$ cat src/rtl/bm_dl_pipelined_nbit_addsub_with_flags_if.sv
// ----------------------------------------------------------------------------
// bm_dl_pipelined_nbit_addsub_with_flags_if
// Purpose : groups the operand/result streams and the overflow counter signals
//           of the pipelined add/subtract block into one bundle.
// Signals : in_valid/in_ready         - operand beat handshake
//           sub, carryin, X, Y        - operation select, carry/borrow, operands
//           out_valid/out_ready       - result beat handshake
//           S, carryout, overflow     - result and flags
//           ovf_clear, ovf_count      - overflow event counter clear / value
// Modports: slave  - the arithmetic block
//           master - the producer/consumer driving it
// ----------------------------------------------------------------------------
interface bm_dl_pipelined_nbit_addsub_with_flags_if #(
    parameter int WIDTH   = 32,
    parameter int COUNT_W = 8
);
    logic               in_valid;
    logic               in_ready;
    logic               sub;
    logic               carryin;
    logic [WIDTH-1:0]   X;
    logic [WIDTH-1:0]   Y;
    logic               out_valid;
    logic               out_ready;
    logic [WIDTH-1:0]   S;
    logic               carryout;
    logic               overflow;
    logic               ovf_clear;
    logic [COUNT_W-1:0] ovf_count;

    modport slave (
        input  in_valid, sub, carryin, X, Y, out_ready, ovf_clear,
        output in_ready, out_valid, S, carryout, overflow, ovf_count
    );

    modport master (
        output in_valid, sub, carryin, X, Y, out_ready, ovf_clear,
        input  in_ready, out_valid, S, carryout, overflow, ovf_count
    );
endinterface

$ cat src/rtl/bm_dl_pipelined_nbit_addsub_with_flags.sv
// ----------------------------------------------------------------------------
// bm_dl_pipelined_nbit_addsub_with_flags
// Purpose : streaming WIDTH-bit add/subtract with carry-out and exact signed
//           overflow. The carry chain is cut into STAGES segments of CW bits,
//           one segment added per register stage, behind an operand capture
//           register, so a result appears STAGES edges after its acceptance.
//           A saturating counter records delivered results that overflowed.
// Ports   : clock   - rising-edge clock
//           reset_n - asynchronous active-low reset
//           bus     - slave side of bm_dl_pipelined_nbit_addsub_with_flags_if
// ----------------------------------------------------------------------------
module bm_dl_pipelined_nbit_addsub_with_flags #(
    parameter int WIDTH   = 32,
    parameter int STAGES  = 4,
    parameter int COUNT_W = 8
) (
    input  logic clock,
    input  logic reset_n,
    bm_dl_pipelined_nbit_addsub_with_flags_if.slave bus
);
    localparam int CW    = WIDTH / STAGES;
    // Slot 0 captures operands; slot k (1..STAGES) holds the sum up to segment k-1.
    localparam int DEPTH = STAGES + 1;

    localparam logic [COUNT_W-1:0] CNT_MAX = {COUNT_W{1'b1}};
    localparam logic [COUNT_W-1:0] CNT_ONE = COUNT_W'(1'b1);

    // Pipeline slots. r_x / r_y carry the not-yet-added upper segments (skew),
    // r_s accumulates the already-computed lower sum segments (deskew).
    logic             r_v [DEPTH];
    logic [WIDTH-1:0] r_x [DEPTH];
    logic [WIDTH-1:0] r_y [DEPTH];
    logic [WIDTH-1:0] r_s [DEPTH];
    logic             r_c [DEPTH];
    logic             r_ovf;
    logic [COUNT_W-1:0] r_cnt;

    logic             w_adv;
    logic [WIDTH-1:0] w_s_nx [DEPTH];
    logic             w_c_nx [DEPTH];
    logic [CW:0]      w_sum_seg;
    logic             w_ovf_nx;
    logic             w_xfer;

    // One CW-bit segment of the carry chain, carry-out in the top bit.
    function automatic logic [CW:0] seg_add(input logic [CW-1:0] a,
                                            input logic [CW-1:0] b,
                                            input logic          cin);
        seg_add = {1'b0, a} + {1'b0, b} + {{CW{1'b0}}, cin};
    endfunction

    // The whole pipeline moves unless a finished result is being held back.
    assign w_adv  = ~(r_v[STAGES] & ~bus.out_ready);
    assign w_xfer = r_v[STAGES] & bus.out_ready;

    // Per-stage segment addition feeding the next slot.
    always_comb begin
        w_sum_seg = '0;
        for (int k = 0; k < DEPTH; k++) begin
            w_s_nx[k] = '0;
            w_c_nx[k] = 1'b0;
        end
        for (int k = 1; k < DEPTH; k++) begin
            w_sum_seg = seg_add(r_x[k-1][(k-1)*CW +: CW],
                                r_y[k-1][(k-1)*CW +: CW],
                                r_c[k-1]);
            w_s_nx[k] = r_s[k-1];
            w_s_nx[k][(k-1)*CW +: CW] = w_sum_seg[CW-1:0];
            w_c_nx[k] = w_sum_seg[CW];
        end
        // Carry into the MSB is recovered as x^y^s at that bit, so the flag is
        // exact signed overflow rather than a guess from operand signs.
        w_ovf_nx = w_c_nx[STAGES] ^ r_x[STAGES-1][WIDTH-1]
                 ^ r_y[STAGES-1][WIDTH-1] ^ w_s_nx[STAGES][WIDTH-1];
    end

    // Pipeline registers: capture slot plus one slot per carry segment.
    always_ff @(posedge clock or negedge reset_n) begin
        if (!reset_n) begin
            for (int k = 0; k < DEPTH; k++) begin
                r_v[k] <= 1'b0;
                r_x[k] <= '0;
                r_y[k] <= '0;
                r_s[k] <= '0;
                r_c[k] <= 1'b0;
            end
            r_ovf <= 1'b0;
        end else if (w_adv) begin
            // Subtraction folds into addition: X + ~Y + ~borrow.
            r_v[0] <= bus.in_valid & w_adv;
            r_x[0] <= bus.X;
            r_y[0] <= bus.sub ? ~bus.Y : bus.Y;
            r_c[0] <= bus.carryin ^ bus.sub;
            r_s[0] <= '0;
            for (int k = 1; k < DEPTH; k++) begin
                r_v[k] <= r_v[k-1];
                r_x[k] <= r_x[k-1];
                r_y[k] <= r_y[k-1];
                r_s[k] <= w_s_nx[k];
                r_c[k] <= w_c_nx[k];
            end
            r_ovf <= w_ovf_nx;
        end
    end

    // Saturating count of delivered overflowing results; clear wins.
    always_ff @(posedge clock or negedge reset_n) begin
        if (!reset_n) begin
            r_cnt <= '0;
        end else if (bus.ovf_clear) begin
            r_cnt <= '0;
        end else if (w_xfer && r_ovf && (r_cnt != CNT_MAX)) begin
            r_cnt <= r_cnt + CNT_ONE;
        end
    end

    assign bus.in_ready  = w_adv;
    assign bus.out_valid = r_v[STAGES];
    assign bus.S         = r_s[STAGES];
    assign bus.carryout  = r_c[STAGES];
    assign bus.overflow  = r_ovf;
    assign bus.ovf_count = r_cnt;
endmodule

$ cat src/flat_wrapper.sv
// flat-port wrapper written by rule: the top's interface ports become plain ports
module bm_dl_pipelined_nbit_addsub_with_flags_flat 
#(
    parameter int WIDTH   = 32,
    parameter int STAGES  = 4,
    parameter int COUNT_W = 8
)
  (clock, reset_n, bus_in_valid, bus_sub, bus_carryin, bus_X, bus_Y, bus_out_ready, bus_ovf_clear, bus_in_ready, bus_out_valid, bus_S, bus_carryout, bus_overflow, bus_ovf_count);
  bm_dl_pipelined_nbit_addsub_with_flags_if #(.WIDTH(WIDTH), .COUNT_W(COUNT_W)) bus_i ();
  input  logic clock;
  input  logic reset_n;
  input wire logic [$bits(bus_i.in_valid)-1:0] bus_in_valid;
  input wire logic [$bits(bus_i.sub)-1:0] bus_sub;
  input wire logic [$bits(bus_i.carryin)-1:0] bus_carryin;
  input wire logic [$bits(bus_i.X)-1:0] bus_X;
  input wire logic [$bits(bus_i.Y)-1:0] bus_Y;
  input wire logic [$bits(bus_i.out_ready)-1:0] bus_out_ready;
  input wire logic [$bits(bus_i.ovf_clear)-1:0] bus_ovf_clear;
  output wire logic [$bits(bus_i.in_ready)-1:0] bus_in_ready;
  output wire logic [$bits(bus_i.out_valid)-1:0] bus_out_valid;
  output wire logic [$bits(bus_i.S)-1:0] bus_S;
  output wire logic [$bits(bus_i.carryout)-1:0] bus_carryout;
  output wire logic [$bits(bus_i.overflow)-1:0] bus_overflow;
  output wire logic [$bits(bus_i.ovf_count)-1:0] bus_ovf_count;
  assign bus_i.in_valid = bus_in_valid;
  assign bus_i.sub = bus_sub;
  assign bus_i.carryin = bus_carryin;
  assign bus_i.X = bus_X;
  assign bus_i.Y = bus_Y;
  assign bus_i.out_ready = bus_out_ready;
  assign bus_i.ovf_clear = bus_ovf_clear;
  assign bus_in_ready = bus_i.in_ready;
  assign bus_out_valid = bus_i.out_valid;
  assign bus_S = bus_i.S;
  assign bus_carryout = bus_i.carryout;
  assign bus_overflow = bus_i.overflow;
  assign bus_ovf_count = bus_i.ovf_count;
  bm_dl_pipelined_nbit_addsub_with_flags #(.WIDTH(WIDTH), .STAGES(STAGES), .COUNT_W(COUNT_W)) u_core (.clock(clock), .reset_n(reset_n), .bus(bus_i));
endmodule
$ cat config.mk
export PLATFORM = sky130hd
export DESIGN_NAME = bm_dl_pipelined_nbit_addsub_with_flags_flat
export DESIGN_NICKNAME = d
export VERILOG_FILES = /design/src/rtl/bm_dl_pipelined_nbit_addsub_with_flags_if.sv /design/src/rtl/bm_dl_pipelined_nbit_addsub_with_flags.sv /design/src/flat_wrapper.sv
export SDC_FILE = /design/constraint.sdc
export NUM_CORES = 1
export LEC_CHECK = 0
export CORE_MARGIN = 3
export CORE_UTILIZATION = 30
export CTS_CLUSTER_DIAMETER = 60
export DETAILED_ROUTE_END_ITERATION = 10
export PLACE_DENSITY = 0.48
export SLEW_MARGIN = 20
export SYNTH_ARGS = -nofsm -noshare
export SYNTH_HDL_FRONTEND = slang
export SYNTH_SLANG_ARGS = --single-unit
$ cat constraint.sdc
create_clock -name clock -period 3.2 [get_ports clock]
set_input_delay 0.32 -clock clock [delete_from_list [all_inputs] [get_ports clock]]
set_output_delay 0.32 -clock clock [all_outputs]
set_load 0.005 [all_outputs]
# Word level (Yosys, flattened, before mapping)
# Index checks and enable logic that the tools add are counted.
# W data, S select, Z words.
# totals
ff_bits,355
inputBits,71
output_inout_bits,44
word_cells,50
# op_classes
n_addsub,9
n_eq_ne,1
mux,3
n_bitwise,10
reduce_logical,3
# op_table
op,n
$add A8 B8 Y9,4
$add A9 B1 Y9,4
$mux W32,1
$not A32 Y32,1
$mux W8,2
$add A8 B1 Y8 const B,1
$ne A8 B8 Y1 const B,1
$xor A1 B1 Y1,4
$and A1 B1 Y1,3
$logic_and A1 B1 Y1,2
$not A1 Y1,2
$reduce_bool A2 Y1,1

# Depth between registers and ports, before layout
# Gate-level depths: netlist of run 1.
# depth
ltp_word,5
mapped_depth,10
mapped_depth_nobuf,10

# Worst setup path before layout of run 1
# No wires, ideal clock.
# synth_path
path_kind,reg2reg
startpoint,register u_core.r_c[1] in the netlist's numbering
endpoint,"register u_core.r_c, in the netlist u_core.bus.carryout"
setup_time_ns,0.125
arrival_time_ns,2.041
t_required_ns,3.075
setup_slack_ns,1.034
stages_incl_launch_ff,9
path_buffers,0
synth_period_minus_slack_ns,2.166
path_cell_list,dfrtp_1 > fa_1 > inv_1 > fa_1 > nor2b_1 > o31a_2 > nor4b_1 > a211oi_1 > mux2_2
# synth_between
elab_chain_len,1
# synth_lines
element,line,rtl
from (decl),bm_dl_pipelined_nbit_addsub_with_flags.sv:34,logic r_c [DEPTH];
"from (signal, indexed assignment)",bm_dl_pipelined_nbit_addsub_with_flags.sv:100,r_c[k] <= w_c_nx[k];
$add A9 B1 Y9,bm_dl_pipelined_nbit_addsub_with_flags.sv:49,"seg_add = {1'b0, a} + {1'b0, b} + {{CW{1'b0}}, cin};"
# No other way between the ends.
# A chain may end at the register's enable or synchronous reset.

# Worst setup path after layout of run 1
# Ends and elaborated chain as after synthesis.

==> results of run 1 <==
-- flip-flops by register name, summed over array words and instances, names as in the netlist --
| register | count |
|---|---|
| u_core.bus.out_valid | 1 |
| u_core.bus.overflow | 1 |
| u_core.r_v | 4 |
| u_core.r_c | 4 |
| u_core.bus.S | 32 |
| u_core.r_y | 80 |
| u_core.r_s | 48 |
| u_core.bus.ovf_count | 8 |
| u_core.bus.carryout | 1 |
| u_core.r_x | 80 |
-- kinds of logic after synthesis --
logic type | Yosys count | share of synthesized area, %
xor+xnor | 54 | 4.16
simple gates | 654 | 22.4
buf+inv | 111 | 4.89
mux | 2 | 0.187
flops | 259 | 57.0
compound gates | 132 | 6.77
fa+ha+maj | 37 | 4.60
-- routing by layer --
layer | up-vias | GRT usage (%) | wire length (µm)
met2 | 101 | 18.9 | 10500
met4 | 0 | 2.94 | 447
met5 | - | 0 | 0
met3 | 36 | 1.99 | 906
li1 | 4063 | - | -
met1 | 3708 | 16.5 | 11500
-- layout make-up --
cell class,instances,area share (%)
Timing Repair Buffer,125,9.21
Inverter,19,0.569
Clock inverter,11,0.732
Sequential cell,259,46.8
Tap cell,504,4.55
Clock buffer,46,6.80
Multi-Input combinational cell,879,31.3
-- per-stage QoR --
stage	hold WS (ns)	worst slack, ns
after global placement	0.364	0.886
after global routing	0.296	0.637
after CTS	0.266	0.844
final	0.305	0.841
after detailed placement	0.355	0.859
after floorplan	0.0244	1.03
-- repair_timing --
item	in CTS	in global routing
hold endpoints to repair	71	0
hold buffers	1	0
endpoints found under the setup margin	0	0
-- placed cells by master, fill, tap and decap left out, types with 6 or more instances in the layout --
| cell | Yosys | routed |
|---|---|---|
| xor2_1 | 12 | 12 |
| clkbuf_16 | 0 | 31 |
| o21ai_0 | 64 | 64 |
| nor2b_1 | 9 | 8 |
| xnor2_1 | 42 | 42 |
| a21oi_1 | 29 | 29 |
| clkdlybuf4s50_1 | 0 | 112 |
| a21o_1 | 6 | 6 |
| dfrtp_1 | 259 | 259 |
| nor2_1 | 36 | 36 |
| nand2_1 | 586 | 586 |
| fa_1 | 8 | 8 |
| ha_1 | 29 | 29 |
| buf_4 | 33 | 6 |
| inv_1 | 18 | 18 |
| clkbuf_8 | 0 | 11 |
-- power groups by stage --
stage | clock [mW] | sequential (mW) | combinational [mW]
floorplan | 0 | 5.32 | 3.61
global placement | 0 | 5.53 | 4.69
detailed placement | 0 | 5.57 | 4.75
CTS | 3.61 | 5.52 | 4.77
global route | 3.73 | 5.69 | 5.45
finish | 3.48 | 5.49 | 4.64
-- worst reg2reg max path, cell delays in order (launching register included) --
cell and delay [ns]:
dfrtp_1 0.40, fa_1 0.50, inv_1 0.10, fa_1 0.21, nor2b_1 0.07, o31a_2 0.30, nor4b_1 0.27, a211oi_1 0.12
mux2_2 0.28
-- worst paths after layout --
kind / end / slack [ns]
setup reg to reg: u_core.bus.carryout / 0.84
max in group asynchronous: u_core.r_y[134] / 2.03
hold / removal: u_core.r_x[141] / 0.30
min in group asynchronous: u_core.bus.S[25] / 0.36
setup / recovery: u_core.bus.carryout / 0.84
hold reg to reg: u_core.bus.S[14] / 0.46
==> results.cfg, run 1 <==
[synthesis]
netlist_area_um2 = 11400
synth-seq-cells = 259
postSynthCellCount = 1249
synth_common_cells = nand2_1 (586), dfrtp_1 (259), o21ai_0 (64), clkbuf_1 (47), xnor2_1 (42)
seq_area_frac_synth_pct = 57.0
yosysWarnings = 0
synth.most_common_cell = nand2_1
syn-num-nets = 1357
synth.avg_cell_area_um2 = 9.10
yosys.area.top_type_share_pct = 57.0
synthArstFlopShare_pct = 100
synth_top_area_cell = dfrtp_1
synth_cell_types = 47
synth_edf_count = 0
yosys_most_used_dff = dfrtp_1
yosys-top-cells-area = dfrtp_1 (57%), nand2_1 (19%), xnor2_1 (3.2%), ha_1 (3.2%), o21ai_0 (2.8%)

[worst_setup_path]
timing.rr.start = u_core.r_c[1]
cp-end-kind = flop
cp_common_cell = fa_1
reg2regPathDepth = 8
required_ns = 3.62
path_cells = fa_1 > inv_1 > fa_1 > nor2b_1 > o31a_2 > nor4b_1 > a211oi_1 > mux2_2
critical_path_class = reg -> reg
max_stage_delay_ns = 0.50
slowest_stage = fa_1
crit_cells = 8
worstSetupStartpointType = flop
cp.buffers_inverters = 1
worstPathArrival_ns = 2.78
critPathLaunch = u_core.r_c[1]
path_delay_family = adder cells
worstPathMaxFanout = 3

[power_and_ir_drop]
power.share.sequential_pct = 40.3
power.density_nw_per_um2 = 983
p_sw_mw = 4.68
p_leak_nw = 6.65
total_power_mw = 13.6
worst_ir_drop_vdd_uv = 379
switching_share_pct = 34.4
p_int_mw = 8.93
pwr-share-clk_pct = 25.6
power_frac_comb_pct = 34.1

[routing]
routed_via_density = 4.29
first_pass_iters = 5
route.detailed.wl_per_inst_um = 12.7
vias = 7908
wl_um = 23400
antenna_left = 0
drc = 0
drtIter0Drc = 380

[timing]
maxSlewViolCount = 0
fin_crit_ns = 2.36
rsz0062_at_grt = no
tightest_slew_ns = 0.892
fmax_ghz = 0.424
max-slew-margin-rel_pct = 40.5
setup_violations = 0
fin_crit_sh_pct = 73.7
skew_ns = 0.0151
fin_setup_tns_ns = 0
finalHoldViolCount = 0

[floorplanning]
placementRows = 70
core_area_um2 = 37000
initial_core_util_pct = 30.8
die_area_um2 = 40300
boundaryPins = 115
die_w_um = 201
die_h_um = 201

[placement]
postPlaceCellArea_um2 = 12800
hpwl_um = 14900
gp_congestion = 0.757
numPortBuffers = 114
place_inst = 1785

[run_status]
outcome = finished, final reports clean

[finish]
num_antenna_cells = 0
n_fill_cell = 3881
finalNonFillerCells = 1843
seq_area_um2 = 6480
area_growth_pct = 21.8
drive_gt1_share_pct = 5.68
finalInstanceArea_um2 = 13900
finalNetCount = 1423
multi_input_area_um2 = 4340
utilization_pct = 37.5

[clocking]
clock_sinks = 259
post_cts_resized = 0
clk_pin_slew_ns = 0.06
clock-root-buffer = clkbuf_16
h-tree-depth = 1
clk_latency_ns = 0.55
cts_tree = built
cts_buffer_depth = 3
post_cts_buffers = 0
cts_made_buffers = 31

[global_route]
grt_use_total_pct = 11.7
grt_remaining_overflow = 0
grt_first_pass_wirelength_um = 40700
antenna_found_initial = 0
grt_max_degree = 186
grt_pass1_vias = 8081

[min_path]
worstHoldPathCells = 3
hold_start = bus_X[13]
hp-class = in -> reg

[flow_run]
drv_cap = 0
Power figures use the tool's default switching activity.
==> inputs of run 2 (changes only) <==
Clock period 3.2 ns to 2.24 ns, I/O delays scaled along.
==> results.cfg, run 2 (same netlist as run 1, synthesis figures left out) <==
[floorplanning]
placementRows = 70
die_area_um2 = 40300
die_w_um = 201
die_h_um = 201
initial_core_util_pct = 30.8
boundaryPins = 115
core_area_um2 = 37000

[timing]
finalHoldViolCount = 0
setup_violations = 0
layout_setup_ws_ns = 0.0288
fmax_ghz = 0.452
whs_ns = 0.189
tightest_slew_ns = 0.447
rsz0062_at_grt = yes
fin_crit_ns = 2.21
skew_ns = 0.0102
max-slew-margin-rel_pct = 70.2
maxSlewViolCount = 0
fin_crit_sh_pct = 98.7
fin_setup_tns_ns = 0

[power_and_ir_drop]
worst_ir_drop_vdd_uv = 603
total_power_mw = 19.4
p_leak_nw = 6.71
power.density_nw_per_um2 = 1390

[finish]
final_common_cell = nand2_1
finalNonFillerCells = 1852
final_cell_mix = nand2_1 (586), dfrtp_1 (259), clkdlybuf4s50_1 (112)
top_regs = u_core.r_x (80), u_core.r_y (80), u_core.r_s (48)
area_growth_pct = 22.8
finalInstanceArea_um2 = 14000
n_fill_cell = 3933
drive_gt1_share_pct = 6.90
utilization_pct = 37.8
num_antenna_cells = 0
finalNetCount = 1434

[placement]
hpwl_um = 16100
place_inst = 1798
postPlaceCellArea_um2 = 13000
gp_congestion = 0.747
dp_slack_ns = -0.0775
numPortBuffers = 114

[global_route]
grt_max_degree = 80
grt_use_total_pct = 12.0
grt_first_pass_wirelength_um = 41500
grt_pass1_vias = 8182
grt_remaining_overflow = 0
antenna_found_initial = 1

[clocking]
cts_made_buffers = 29
cts_tree = built
cts_buffer_depth = 3
clock_sinks = 259
clock-root-buffer = clkbuf_16
clk_pin_slew_ns = 0.06
clk_latency_ns = 0.53
h-tree-depth = 1

[worst_setup_path]
worstPathArrival_ns = 2.66
rrSetupSlack_ns = 0.03
critical_path_class = reg -> reg
cp-end-kind = flop
worstPathMaxFanout = 3
required_ns = 2.69
worstSetupStartpointType = flop

[flow_run]
drv_cap = 0

[routing]
antenna_left = 0
vias = 7980
route.detailed.wl_per_inst_um = 12.8
first_pass_iters = 4
drtIter0Drc = 451
wl_um = 23800
drc = 0
routed_via_density = 4.31

[run_status]
outcome = finished, final reports clean

[min_path]
hp-class = in -> async
## run 2: cell count changes in the layout (fill, tap and decap cells not counted), sizes merged
cell | previous run | this run
buf | 12 | 25
bufinv | 1 | 0
clkbuf | 46 | 47
clkinv | 6 | 5
clkinvlp | 4 | 0
inv | 19 | 20
## run 2: area by class of cell
type / count / area [µm²] / share of cell area [%]
Sequential cell: 259 / 6480 / 46.4
Multi-Input combinational cell: 879 / 4410 / 31.6
Timing Repair Buffer: 138 / 1450 / 10.4
Clock buffer: 47 / 883 / 6.32
Tap cell: 504 / 631 / 4.51
Inverter: 19 / 78.8 / 0.564
Clock inverter: 6 / 37.5 / 0.269
## run 2: path summary, 6_finish.rpt
kind,from,to,depth (start not counted)
worst max register to register,u_core.r_x[56],u_core.bus.overflow,9
max in group asynchronous,reset_n,u_core.r_y[142],3
min in group clock,bus_X[22],u_core.r_x[150],3
worst min register to register,u_core.r_v[1],u_core.r_v[1],2
worst max-delay path,u_core.r_x[56],u_core.bus.overflow,9
worst min-delay path,reset_n,u_core.bus.ovf_count[4],2
## run 2: metal layers
metal / global-route usage, % / vias up / part of all wire [%]
met3: 1.98 / 36 / 3.7
met2: 18.8 / 110 / 45
met1: 17.5 / 3768 / 50
met4: 3.01 / 2 / 2.0
li1: - / 4064 / -
met5: 0 / - / 0.055
## run 2: timing repair
item | CTS | global route
hold endpoints to repair | 99 | 0
setup endpoints to repair | 3 | 11
resized for setup | 2 | 19
setup buffers | 0 | 0
pin swaps | 0 | 1
hold buffers | 1 | 0
## run 2: power by group
part	leakage [nW]	total (mW)	switching (mW)	internal [mW]
logic	3.12	7.01	3.73	3.28
clock network	0.457	4.52	1.84	2.68
registers	3.14	7.83	1.10	6.73
## run 2: worst max-delay path, cell delays in order, from the launching register on
cell and delay (ns):
dfrtp_1 0.40, fa_2 0.45, inv_2 0.08, fa_2 0.21, nor2b_2 0.05, o31a_2 0.32
nor4b_4 0.23, a211oi_2 0.08, a21o_1 0.17, a31oi_1 0.15
==> inputs of run 3 (changes only) <==
Settings changed: MAX_ROUTING_LAYER from default to met4.
==> results.cfg, run 3 (same netlist as run 1, synthesis figures left out) <==
[run_status]
outcome = finished, final reports clean

[worst_setup_path]
required_ns = 2.69
max_stage_delay_ns = 0.45
cp.buffers_inverters = 1
worstPathArrival_ns = 2.66
worstSetupStartpointType = flop
cp_common_cell = fa_2
cp-end-kind = flop
path_cells = fa_2 > inv_2 > fa_2 > nor2b_2 > o31a_2 > nor4b_4 > a211oi_2 > a21o_1 > a31oi_1
slowest_stage = fa_2
worstPathMaxFanout = 3
critical_path_class = reg -> reg
path_delay_family = compound AO/OA/AOI/OAI gates

[routing]
route.detailed.wl_per_inst_um = 12.9
drtIter0Drc = 417
vias = 7950
drc = 0
wl_um = 23800
antenna_left = 0
first_pass_iters = 4
routed_via_density = 4.29

[clocking]
clock_sinks = 259
clock-root-buffer = clkbuf_16
post_cts_buffers = 0
cts_made_buffers = 29
cts_tree = built
clk_latency_ns = 0.53
h-tree-depth = 1
cts_buffer_depth = 3
clk_pin_slew_ns = 0.06

[floorplanning]
initial_core_util_pct = 30.8
die_w_um = 201
die_h_um = 201
core_area_um2 = 37000
boundaryPins = 115
placementRows = 70
die_area_um2 = 40300

[timing]
max-slew-margin-rel_pct = 70.3
finalHoldViolCount = 0
fmax_ghz = 0.452
fin_crit_sh_pct = 98.8
layout_setup_ws_ns = 0.0279
maxSlewViolCount = 0
tightest_slew_ns = 0.446
rsz0062_at_grt = yes
skew_ns = 0.0101
setup_violations = 0
fin_setup_tns_ns = 0
whs_ns = 0.189
fin_crit_ns = 2.21

[global_route]
grt_max_degree = 80
grt_pass1_vias = 8191
grt_remaining_overflow = 0
grt_use_total_pct = 12.4
grt_first_pass_wirelength_um = 41600
antenna_found_initial = 1

[power_and_ir_drop]
power.density_nw_per_um2 = 1390
p_int_mw = 12.7
worst_ir_drop_vdd_uv = 602
p_sw_mw = 6.69
power.share.sequential_pct = 40.4
switching_share_pct = 34.5
pwr-share-clk_pct = 23.3
p_leak_nw = 6.71
power_frac_comb_pct = 36.2

[finish]
finalNetCount = 1434
area_growth_pct = 22.9
final_cell_mix = nand2_1 (586), dfrtp_1 (259), clkdlybuf4s50_1 (112)
final_common_cell = nand2_1
top_regs = u_core.r_x (80), u_core.r_y (80), u_core.r_s (48)
drive_gt1_share_pct = 6.90
utilization_pct = 37.8
finalInstanceArea_um2 = 14000

[min_path]
hp-class = in -> async

[placement]
hpwl_um = 16100
postPlaceCellArea_um2 = 13000
dp_slack_ns = -0.0775
gp_congestion = 0.756
numPortBuffers = 114

[flow_run]
drv_cap = 0
[run 3: cell types whose count changed in the layout (fill, tap and decap cells not counted), sizes merged]
cell | before | now
diode | 0 | 1
[run 3: per-stage QoR]
step	std cells	power [mW]
2_1_floorplan	1249	12.8
3_3_place_gp	1798	14.8
3_5_place_dp	1798	14.9
4_1_cts	1852	19.6
5_1_grt	1853	21.2
6_report	1853	19.4
[run 3: final cells by class]
| class | instances | area [µm²] |
|---|---|---|
| diodes | 1 | 2.50 |
| clock inverters | 6 | 37.5 |
| well taps | 504 | 631 |
| multi-input cells | 879 | 4410 |
| inverters | 19 | 78.8 |
| fillers | 3932 | 23000 |
| repair buffers | 138 | 1450 |
| flip-flops and latches | 259 | 6480 |
| clock buffers | 47 | 883 |
[run 3: timing repair]
item / 4_1_cts / 5_1_grt
setup endpoints to repair: 3 / 11
resized for setup: 2 / 19
pin swaps: 0 / 1
endpoints found under the hold margin: 99 / 0
gates cloned: 0 / 0
hold buffers: 1 / 0
[run 3: routing by layer]
layer,part of all wire (%),track usage (%)
met1,50,17.6
met2,44,18.8
met3,3.6,1.98
met4,2.0,3.01
met5,0,-
[run 3: power by group through the flow]
stage | Sequential, mW | Combinational (mW) | Clock, mW
final | 7.83 | 7.02 | 4.52
after CTS | 7.87 | 7.01 | 4.72
after global placement | 7.89 | 6.89 | 0
after detailed placement | 7.94 | 6.98 | 0
after global routing | 8.12 | 8.20 | 4.91
after floorplan | 7.60 | 5.16 | 0
[run 3: final timing paths]
check                                start                      end  slack, ns  depth (start not counted)
setup / recovery            u_core.r_x[56]      u_core.bus.overflow       0.03                          9
hold / removal                     reset_n  u_core.bus.ovf_count[4]       0.19                          2
setup reg to reg            u_core.r_x[56]      u_core.bus.overflow       0.03                          9
hold reg to reg            u_core.r_y[153]          u_core.r_y[121]       0.46                          2
max in group asynchronous          reset_n          u_core.bus.S[8]       1.36                          3
min in group clock               bus_X[22]          u_core.r_x[150]       0.22                          3
